`config.mk`:
```
export PLATFORM = sky130hd
export DESIGN_NAME = id_ex_hazard_register
export DESIGN_NICKNAME = d
export VERILOG_FILES = /design/src/rtl/id_ex_hazard_register.sv
export SDC_FILE = /design/constraint.sdc
export NUM_CORES = 1
export LEC_CHECK = 0
export BUFFER_PORTS_ARGS = -buffer_cell sky130_fd_sc_hd__buf_4
export CORE_UTILIZATION = 30
export DETAILED_ROUTE_END_ITERATION = 7
export PLACE_DENSITY = 0.62
export SYNTH_ARGS = -nofsm -noshare
export SYNTH_HDL_FRONTEND = slang
export SYNTH_SLANG_ARGS = --single-unit
```
`constraint.sdc`:
```
create_clock -name clk -period 2.3 [get_ports clk]
set_input_delay 0.46 -clock clk [delete_from_list [all_inputs] [get_ports clk]]
set_output_delay 0.46 -clock clk [all_outputs]
set_load 0.03 [all_outputs]
```
`src/rtl/id_ex_hazard_register.sv`:
```
// ID/EX pipeline register for the DLX core.
// Captures the decoded instruction into the EX stage, detects load-use
// hazards against the instruction already in EX, and inserts a single
// bubble while stalling PC and IF/ID. Branch flushes squash the decode
// instruction, and a downstream hold freezes the whole EX register.
// Saturating counters record stall and flush events.
module id_ex_hazard_register #(
  parameter int DATA_WIDTH     = 32,
  parameter int REG_ADDR_WIDTH = 5,
  parameter int ALU_OP_WIDTH   = 6,
  parameter int CNT_WIDTH      = 16
) (
  input  logic                      clk,
  input  logic                      rst,
  input  logic                      id_valid,
  input  logic [DATA_WIDTH-1:0]     id_data_a,
  input  logic [DATA_WIDTH-1:0]     id_data_b,
  input  logic [DATA_WIDTH-1:0]     id_imm,
  input  logic [REG_ADDR_WIDTH-1:0] id_addr_a,
  input  logic [REG_ADDR_WIDTH-1:0] id_addr_b,
  input  logic                      id_use_a,
  input  logic                      id_use_b,
  input  logic [REG_ADDR_WIDTH-1:0] id_wr_addr,
  input  logic                      id_reg_wr_ena,
  input  logic                      id_mem_rd,
  input  logic                      id_mem_wr,
  input  logic                      id_wb_mux_sel,
  input  logic [ALU_OP_WIDTH-1:0]   id_alu_op,
  input  logic                      flush,
  input  logic                      ex_hold,
  output logic                      ex_valid,
  output logic [DATA_WIDTH-1:0]     ex_data_a,
  output logic [DATA_WIDTH-1:0]     ex_data_b,
  output logic [DATA_WIDTH-1:0]     ex_imm,
  output logic [REG_ADDR_WIDTH-1:0] ex_addr_a,
  output logic [REG_ADDR_WIDTH-1:0] ex_addr_b,
  output logic [REG_ADDR_WIDTH-1:0] ex_wr_addr,
  output logic                      ex_reg_wr_ena,
  output logic                      ex_mem_rd,
  output logic                      ex_mem_wr,
  output logic                      ex_wb_mux_sel,
  output logic [ALU_OP_WIDTH-1:0]   ex_alu_op,
  output logic                      pc_wr_ena,
  output logic                      if_id_wr_ena,
  output logic [CNT_WIDTH-1:0]      stall_count,
  output logic [CNT_WIDTH-1:0]      flush_count
);

  logic                      ex_valid_q,      ex_valid_d;
  logic [DATA_WIDTH-1:0]     ex_data_a_q,     ex_data_a_d;
  logic [DATA_WIDTH-1:0]     ex_data_b_q,     ex_data_b_d;
  logic [DATA_WIDTH-1:0]     ex_imm_q,        ex_imm_d;
  logic [REG_ADDR_WIDTH-1:0] ex_addr_a_q,     ex_addr_a_d;
  logic [REG_ADDR_WIDTH-1:0] ex_addr_b_q,     ex_addr_b_d;
  logic [REG_ADDR_WIDTH-1:0] ex_wr_addr_q,    ex_wr_addr_d;
  logic                      ex_reg_wr_ena_q, ex_reg_wr_ena_d;
  logic                      ex_mem_rd_q,     ex_mem_rd_d;
  logic                      ex_mem_wr_q,     ex_mem_wr_d;
  logic                      ex_wb_mux_sel_q, ex_wb_mux_sel_d;
  logic [ALU_OP_WIDTH-1:0]   ex_alu_op_q,     ex_alu_op_d;
  logic [CNT_WIDTH-1:0]      stall_count_q,   stall_count_d;
  logic [CNT_WIDTH-1:0]      flush_count_q,   flush_count_d;

  logic hz;
  logic src_a_match;
  logic src_b_match;
  logic stall_event;

  // Load-use hazard: the load in EX writes a non-zero register that decode reads.
  always_comb begin
    src_a_match = id_use_a & (id_addr_a == ex_wr_addr_q);
    src_b_match = id_use_b & (id_addr_b == ex_wr_addr_q);
    hz = id_valid & ex_valid_q & ex_mem_rd_q & ex_reg_wr_ena_q &
         (ex_wr_addr_q != '0) & (src_a_match | src_b_match);
  end

  // A flush squashes decode anyway, so a hazard only stalls the front end without one.
  assign pc_wr_ena    = ~(ex_hold | (hz & ~flush));
  assign if_id_wr_ena = pc_wr_ena;

  assign stall_event = hz & ~flush & ~ex_hold;

  // Next EX contents: flush beats hold, hold beats hazard bubble, else capture decode.
  always_comb begin
    ex_valid_d      = ex_valid_q;
    ex_data_a_d     = ex_data_a_q;
    ex_data_b_d     = ex_data_b_q;
    ex_imm_d        = ex_imm_q;
    ex_addr_a_d     = ex_addr_a_q;
    ex_addr_b_d     = ex_addr_b_q;
    ex_wr_addr_d    = ex_wr_addr_q;
    ex_reg_wr_ena_d = ex_reg_wr_ena_q;
    ex_mem_rd_d     = ex_mem_rd_q;
    ex_mem_wr_d     = ex_mem_wr_q;
    ex_wb_mux_sel_d = ex_wb_mux_sel_q;
    ex_alu_op_d     = ex_alu_op_q;
    if (flush || (!ex_hold && hz)) begin
      ex_valid_d      = 1'b0;
      ex_data_a_d     = '0;
      ex_data_b_d     = '0;
      ex_imm_d        = '0;
      ex_addr_a_d     = '0;
      ex_addr_b_d     = '0;
      ex_wr_addr_d    = '0;
      ex_reg_wr_ena_d = 1'b0;
      ex_mem_rd_d     = 1'b0;
      ex_mem_wr_d     = 1'b0;
      ex_wb_mux_sel_d = 1'b0;
      ex_alu_op_d     = '0;
    end else if (!ex_hold) begin
      ex_valid_d      = id_valid;
      ex_data_a_d     = id_data_a;
      ex_data_b_d     = id_data_b;
      ex_imm_d        = id_imm;
      ex_addr_a_d     = id_addr_a;
      ex_addr_b_d     = id_addr_b;
      ex_wr_addr_d    = id_wr_addr;
      ex_reg_wr_ena_d = id_reg_wr_ena & id_valid;
      ex_mem_rd_d     = id_mem_rd & id_valid;
      ex_mem_wr_d     = id_mem_wr & id_valid;
      ex_wb_mux_sel_d = id_wb_mux_sel;
      ex_alu_op_d     = id_alu_op;
    end
  end

  // Event counters stick at all-ones instead of wrapping.
  always_comb begin
    stall_count_d = stall_count_q;
    flush_count_d = flush_count_q;
    if (stall_event && (stall_count_q != '1)) begin
      stall_count_d = stall_count_q + 1'b1;
    end
    if (flush && (flush_count_q != '1)) begin
      flush_count_d = flush_count_q + 1'b1;
    end
  end

  // All state updates on the rising edge; reset clears everything.
  always_ff @(posedge clk) begin
    if (rst) begin
      ex_valid_q      <= 1'b0;
      ex_data_a_q     <= '0;
      ex_data_b_q     <= '0;
      ex_imm_q        <= '0;
      ex_addr_a_q     <= '0;
      ex_addr_b_q     <= '0;
      ex_wr_addr_q    <= '0;
      ex_reg_wr_ena_q <= 1'b0;
      ex_mem_rd_q     <= 1'b0;
      ex_mem_wr_q     <= 1'b0;
      ex_wb_mux_sel_q <= 1'b0;
      ex_alu_op_q     <= '0;
      stall_count_q   <= '0;
      flush_count_q   <= '0;
    end else begin
      ex_valid_q      <= ex_valid_d;
      ex_data_a_q     <= ex_data_a_d;
      ex_data_b_q     <= ex_data_b_d;
      ex_imm_q        <= ex_imm_d;
      ex_addr_a_q     <= ex_addr_a_d;
      ex_addr_b_q     <= ex_addr_b_d;
      ex_wr_addr_q    <= ex_wr_addr_d;
      ex_reg_wr_ena_q <= ex_reg_wr_ena_d;
      ex_mem_rd_q     <= ex_mem_rd_d;
      ex_mem_wr_q     <= ex_mem_wr_d;
      ex_wb_mux_sel_q <= ex_wb_mux_sel_d;
      ex_alu_op_q     <= ex_alu_op_d;
      stall_count_q   <= stall_count_d;
      flush_count_q   <= flush_count_d;
    end
  end

  assign ex_valid      = ex_valid_q;
  assign ex_data_a     = ex_data_a_q;
  assign ex_data_b     = ex_data_b_q;
  assign ex_imm        = ex_imm_q;
  assign ex_addr_a     = ex_addr_a_q;
  assign ex_addr_b     = ex_addr_b_q;
  assign ex_wr_addr    = ex_wr_addr_q;
  assign ex_reg_wr_ena = ex_reg_wr_ena_q;
  assign ex_mem_rd     = ex_mem_rd_q;
  assign ex_mem_wr     = ex_mem_wr_q;
  assign ex_wb_mux_sel = ex_wb_mux_sel_q;
  assign ex_alu_op     = ex_alu_op_q;
  assign stall_count   = stall_count_q;
  assign flush_count   = flush_count_q;

endmodule

```
## Word-level counts from Yosys, hierarchy flattened

Cells that the tools add are included.

| word-level totals | value |
|---|---|
| bits in registers | 154 |
| bits in latches | 0 |
| RAM bits | 0 |
| ROM bits | 0 |
| output and inout port bits | 156 |
| word-level logic and storage cells | 44 |
| memories | 0 |

| cells by class | value |
|---|---|
| add/sub/neg operators | 2 |
| multipliers | 0 |
| div/mod/pow operators | 0 |
| $lt $le $gt $ge | 0 |
| equality and inequality tests | 4 |
| shift-type cells | 0 |
| mux-type cells | 0 |
| bitwise operators | 17 |
| reduce and logical (&&, ||, !) cells | 7 |

Operators by type and width:

| cell | number |
|---|---|
| 16-bit by 1-bit adder with 16-bit output, second input constant | 2 |
| 16-bit inequality test, second input constant | 2 |
| 1-bit bitwise AND | 12 |
| 5-bit equality test | 2 |
| 5-bit nonzero test | 1 |
| 1-bit logical AND | 3 |
| 1-bit inverter | 3 |
| 1-bit OR | 2 |
| 2-bit OR reduction | 1 |
| 1-bit logical NOT | 1 |
| 1-bit logical OR | 1 |

## Depth between registers and ports, before layout

| logic depth | value |
|---|---|
| depth in word-level cells | 8 |
| depth in mapped cells | 8 |
| depth with buffers taken out | 6 |

## Least setup slack after synthesis

No wires, ideal clock.

| path | value |
|---|---|
| path type | reg2out |
| start | reg ex_wr_addr_q[3], in the netlist ex_wr_addr[3] |
| end | out pc_wr_ena |
| data arrival time | 2312 ps |
| data required time | 1840 ps |
| path slack | -472 ps |
| cell stages (with the launch flop) | 9 |
| cells stage by stage | dfxtp_1 xor2_1 nor4_1 a32oi_1 clkbuf_1 buf_2 nor3_1 nor2_1 buf_4 |

| between the ends | value |
|---|---|
| longest elaborated chain between the ends | 7 |
| elaborated cells between the ends (all ways) | 11 |
| classes of those cells | eq/ne: 2; bitwise: 8; reduce/logical: 1 |

Ends and longest elaborated chain:

| element | RTL line | text |
|---|---|---|
| start, declared | 55 | `logic [REG_ADDR_WIDTH-1:0] ex_wr_addr_q, ex_wr_addr_d;` |
| start signal, assigned | 162 | `ex_wr_addr_q <= ex_wr_addr_d;` |
| 5-bit equality test (on tied branches) | 71, 72 |  |
| 1-bit bitwise AND (on tied branches) | 71, 72 |  |
| 1-bit OR | 74 | `(ex_wr_addr_q != '0) & (src_a_match \| src_b_match);` |
| 1-bit bitwise AND (*) | 74 |  |
| 1-bit bitwise AND (*) | 78 | `assign pc_wr_ena = ~(ex_hold \| (hz & ~flush));` |
| 1-bit OR (*) | 78 |  |
| 1-bit inverter (*) | 78 |  |
| end, declared | 43 | `output logic pc_wr_ena,` |

Mark *: on every way between the ends. The rest lies on a longest branch, timed or not.

## Worst setup path in the final report

| path | value |
|---|---|
| start | reg ex_wr_addr_q[1], in the netlist ex_wr_addr[1] |
| end | out if_id_wr_ena |

| between the ends | value |
|---|---|
| longest elaborated chain between the ends | 7 |
| elaborated cells between the ends (all ways) | 11 |
| classes of those cells | eq/ne: 2; bitwise: 8; reduce/logical: 1 |

Ends and longest elaborated chain:

| element | RTL line | text |
|---|---|---|
| 5-bit equality test (on tied branches) | 71, 72 |  |
| 1-bit bitwise AND (on tied branches) | 71, 72 |  |
| 1-bit OR | 74 |  |
| 1-bit bitwise AND (*) | 74 |  |
| 1-bit bitwise AND (*) | 78 |  |
| 1-bit OR (*) | 78 |  |
| 1-bit inverter (*) | 78 |  |
| end, declared | 44 | `output logic if_id_wr_ena,` |

Marks and branches as above.

==> impl_metrics.yaml <==
grt:
  grt_remaining_overflow: 0
  grt_pass1_vias: 5097
  grt_usage: 0.170
  grt_antenna_before_repair: 0
  grt_pass1_wl_mm: 26.8
  grt_max_degree: 78
setup_path:
  startpoint_type: "flop"
  r2r-end: "ex_wr_addr[1]"
  path_cells: "xor2_2, nor4_2, a32oi_2, buf_12, nor3_4, nor2_4, buf_6"
  worst_path_max_delay_cell: "dfxtp_4"
  crit_type: "flop to output pin"
  r2r_start: "ex_wr_addr[1]"
  reg2reg_slack_ps: 100
  worst_path_dominant_cell_family: "simple AND/OR/NAND/NOR gates"
  path_buf_inv: 2
  rr_worst_depth: 9
  crit_cells: 7
  cp_data_arrival_time_ps: 1970
  max_stage_delay_ps: 370
  cp.required_ps: 1840
  setup.worst_path.start: "ex_wr_addr[1]"
  crit_end: "if_id_wr_ena"
  endpoint_kind: "output pin"
  critical_path_peak_fanout: 5
power:
  power.density_nw_per_um2: 692
  p_leak_nw: 4.39
  ir_drop_mv: 0.467
  power_mw: 6.49
route:
  routedWlPerCell_um: 15.6
  wl_mm: 18.5
  route.detailed.drc: 0
  num_vias: 5471
  drt_iter0_drc: 214
  final_antenna_net_count: 0
  first_pass_iters: 6
  via_per_inst: 4.62
logic_synthesis:
  synth_nets: 747
  synth_area_per_cell_um2: 9.84
  syn_inst: 617
  ys_async_sr_fraction: 0
  ys_seq_elements: 154
  seq_area_frac_synth: 0.508
  synth_cell_type_count: 45
  synth_edf_count: 0
  synthFlopType: "dfxtp_1"
  synth_area_um2: 6070
  ys.warnings.count: 0
timing:
  clock_skew_ps: 8.80
  relSlewSlack: 0.415
  period_share: 1.06
  rsz0062_at_grt: "true"
  max_freq_mhz: 411
  report.final.slew_viol_count: 0
  finalSetupViolations: 2
  worst_pin_slew_ps: 878
  final_hold_viol_count: 0
  timing.final.ws_setup_ps: -135
  min_period_ps: 2430
outcome:
  status: "complete, but fails checks"
  violations: "negative setup slack"
floorplan:
  core_um2: 19700
  start_util: 0.309
  die-area_um2: 20800
  io_pins: 284
  row_count: 51
  die_w_um: 144
  die_y_um: 144
place:
  dp.cells: 1143
  post_dp_cell_area_um2: 8590
  hpwlAfterDp_mm: 12.9
  io_buffer_count: 283
  routabilityCongestion: 0.813
cts:
  root_buffer: "clkbuf_16"
  cts_tree: "done"
  ctsHtreeMaxLevel: 4
  cts_buffer_depth: 2
  clock-sinks: 154
  clock_latency_ps: 430
  clk_pin_slew_ps: 70
  numCtsBuffers: 17
cells_and_area:
  fillCellCount: 1927
  layout.cells.non_filler: 1185
  nets: 1037
  design_area_um2: 9380
  n_antenna_cell: 0
  drive_gt1_frac: 0.387
  syn_to_final_growth_pct: 54.5
flow_run:
  cap_violations: 0
hold_path:
  whs_path_depth: 3
  worstHoldPathType: "input pin to flop"
-- per-layer routing --
| metal | routed length (um) | GRT usage | up-vias |
|---|---|---|---|
| met1 | 7940 | 0.205 | 2549 |
| met4 | 280 | 0.0715 | 0 |
| met2 | 9040 | 0.275 | 174 |
| met3 | 1270 | 0.0573 | 22 |
| li1 | - | - | 2726 |
| met5 | 0 | 0 | - |
-- synth_stat cells (3+ instances only) --
master / instances / area (um^2)
nand2_1: 11 / 41.3
mux2i_1: 121 / 1210
nand4_1: 14 / 87.6
mux2_1: 4 / 45.0
nand3_1: 11 / 55.1
buf_1: 4 / 15.0
nor2b_1: 5 / 31.3
o31ai_1: 6 / 45.0
nor2_1: 143 / 537
o21ai_0: 8 / 40.0
nor4_1: 5 / 31.3
or3_1: 7 / 43.8
and3_1: 3 / 18.8
dfxtp_1: 154 / 3080
or4_1: 8 / 60.1
inv_1: 5 / 18.8
a22oi_1: 3 / 22.5
a21oi_1: 15 / 75.1
clkbuf_1: 19 / 71.3
nor3_1: 7 / 35.0
o21a_1: 4 / 30.0
buf_2: 13 / 65.1
xor2_1: 15 / 131
-- tightest hold or removal path, delay by kind of cell --
| kind | cells | cell delay (ps) |
|---|---|---|
| simple gates | 1 | 70 |
| buf+inv | 1 | 80 |
| mux | 1 | 50 |
-- where the power goes --
part           switching [mW]  internal (mW)  total (mW)
clock network            1.19           1.71        2.89
registers              0.0450           2.74        2.78
logic                   0.416          0.394       0.810
-- sequential cells by signal (all words and copies together) (netlist names), 5 cells and up --
register	count
ex_data_a	32
ex_data_b	32
ex_imm	32
flush_count	16
stall_count	16
ex_alu_op	6
ex_addr_a	5
ex_addr_b	5
ex_wr_addr	5
-- layout by cell type (no fill, tap or decap), drive strengths merged, types with 9 or more instances in the layout --
master / n
buf: 307
or4: 9
mux2i: 121
o21ai: 9
a21oi: 15
nand4: 14
dfxtp: 154
nand2: 11
xor2: 15
nand3: 11
nor2: 143
clkbuf: 22
-- cells by family (layout without fill, tap and decap cells) --
| family | Yosys count | after routing | synth area share |
|---|---|---|---|
| simple gates | 228 | 228 | 0.173 |
| flops | 154 | 154 | 0.508 |
| mux | 125 | 125 | 0.207 |
| compound gates | 48 | 48 | 0.0522 |
| buf+inv | 43 | 346 | 0.0311 |
| xor+xnor | 17 | 17 | 0.0245 |
| fa+ha+maj | 2 | 2 | 0.00412 |
-- worst min path at each step --
stage | from | endpoint | slack [ps]
floorplan | ex_wr_addr[3] | ex_wr_addr[3] | 590
global placement | ex_imm[6] | ex_imm[6] | 470
detailed placement | ex_imm[9] | ex_imm[9] | 480
CTS | id_data_a[9] | ex_data_a[9] | 240
global route | id_data_b[7] | ex_data_b[7] | 240
finish | id_data_b[6] | ex_data_b[6] | 260
-- final cells by class --
type | count | area, um^2 | area share
Clock buffer | 21 | 472 | 0.0503
Clock inverter | 11 | 134 | 0.0143
Inverter | 5 | 18.8 | 0.00200
Multi-Input combinational cell | 420 | 2860 | 0.305
Sequential cell | 154 | 3090 | 0.330
Tap cell | 265 | 332 | 0.0354
Timing Repair Buffer | 309 | 2470 | 0.263
-- stage by stage --
stage	hold slack [ps]	setup TNS (ps)	utilization	setup WS, ps
finish	256	-270	0.477	-135
detailed placement	485	-3340	0.437	-52.2
CTS	238	-462	0.473	-231
global route	245	-479	0.477	-231
global placement	475	-1420	0.437	-23.1
floorplan	586	0	-	11.2
-- timing repair --
item / in CTS / in global routing
cloned: 1 / 2
setup buffers: 5 / 2
endpoints found under the setup margin: 2 / 112
pin swaps: 6 / 5
hold buffers: 0 / 0
gates resized for setup: 5 / 10
Note: power is estimated with default switching activity, not from simulation.
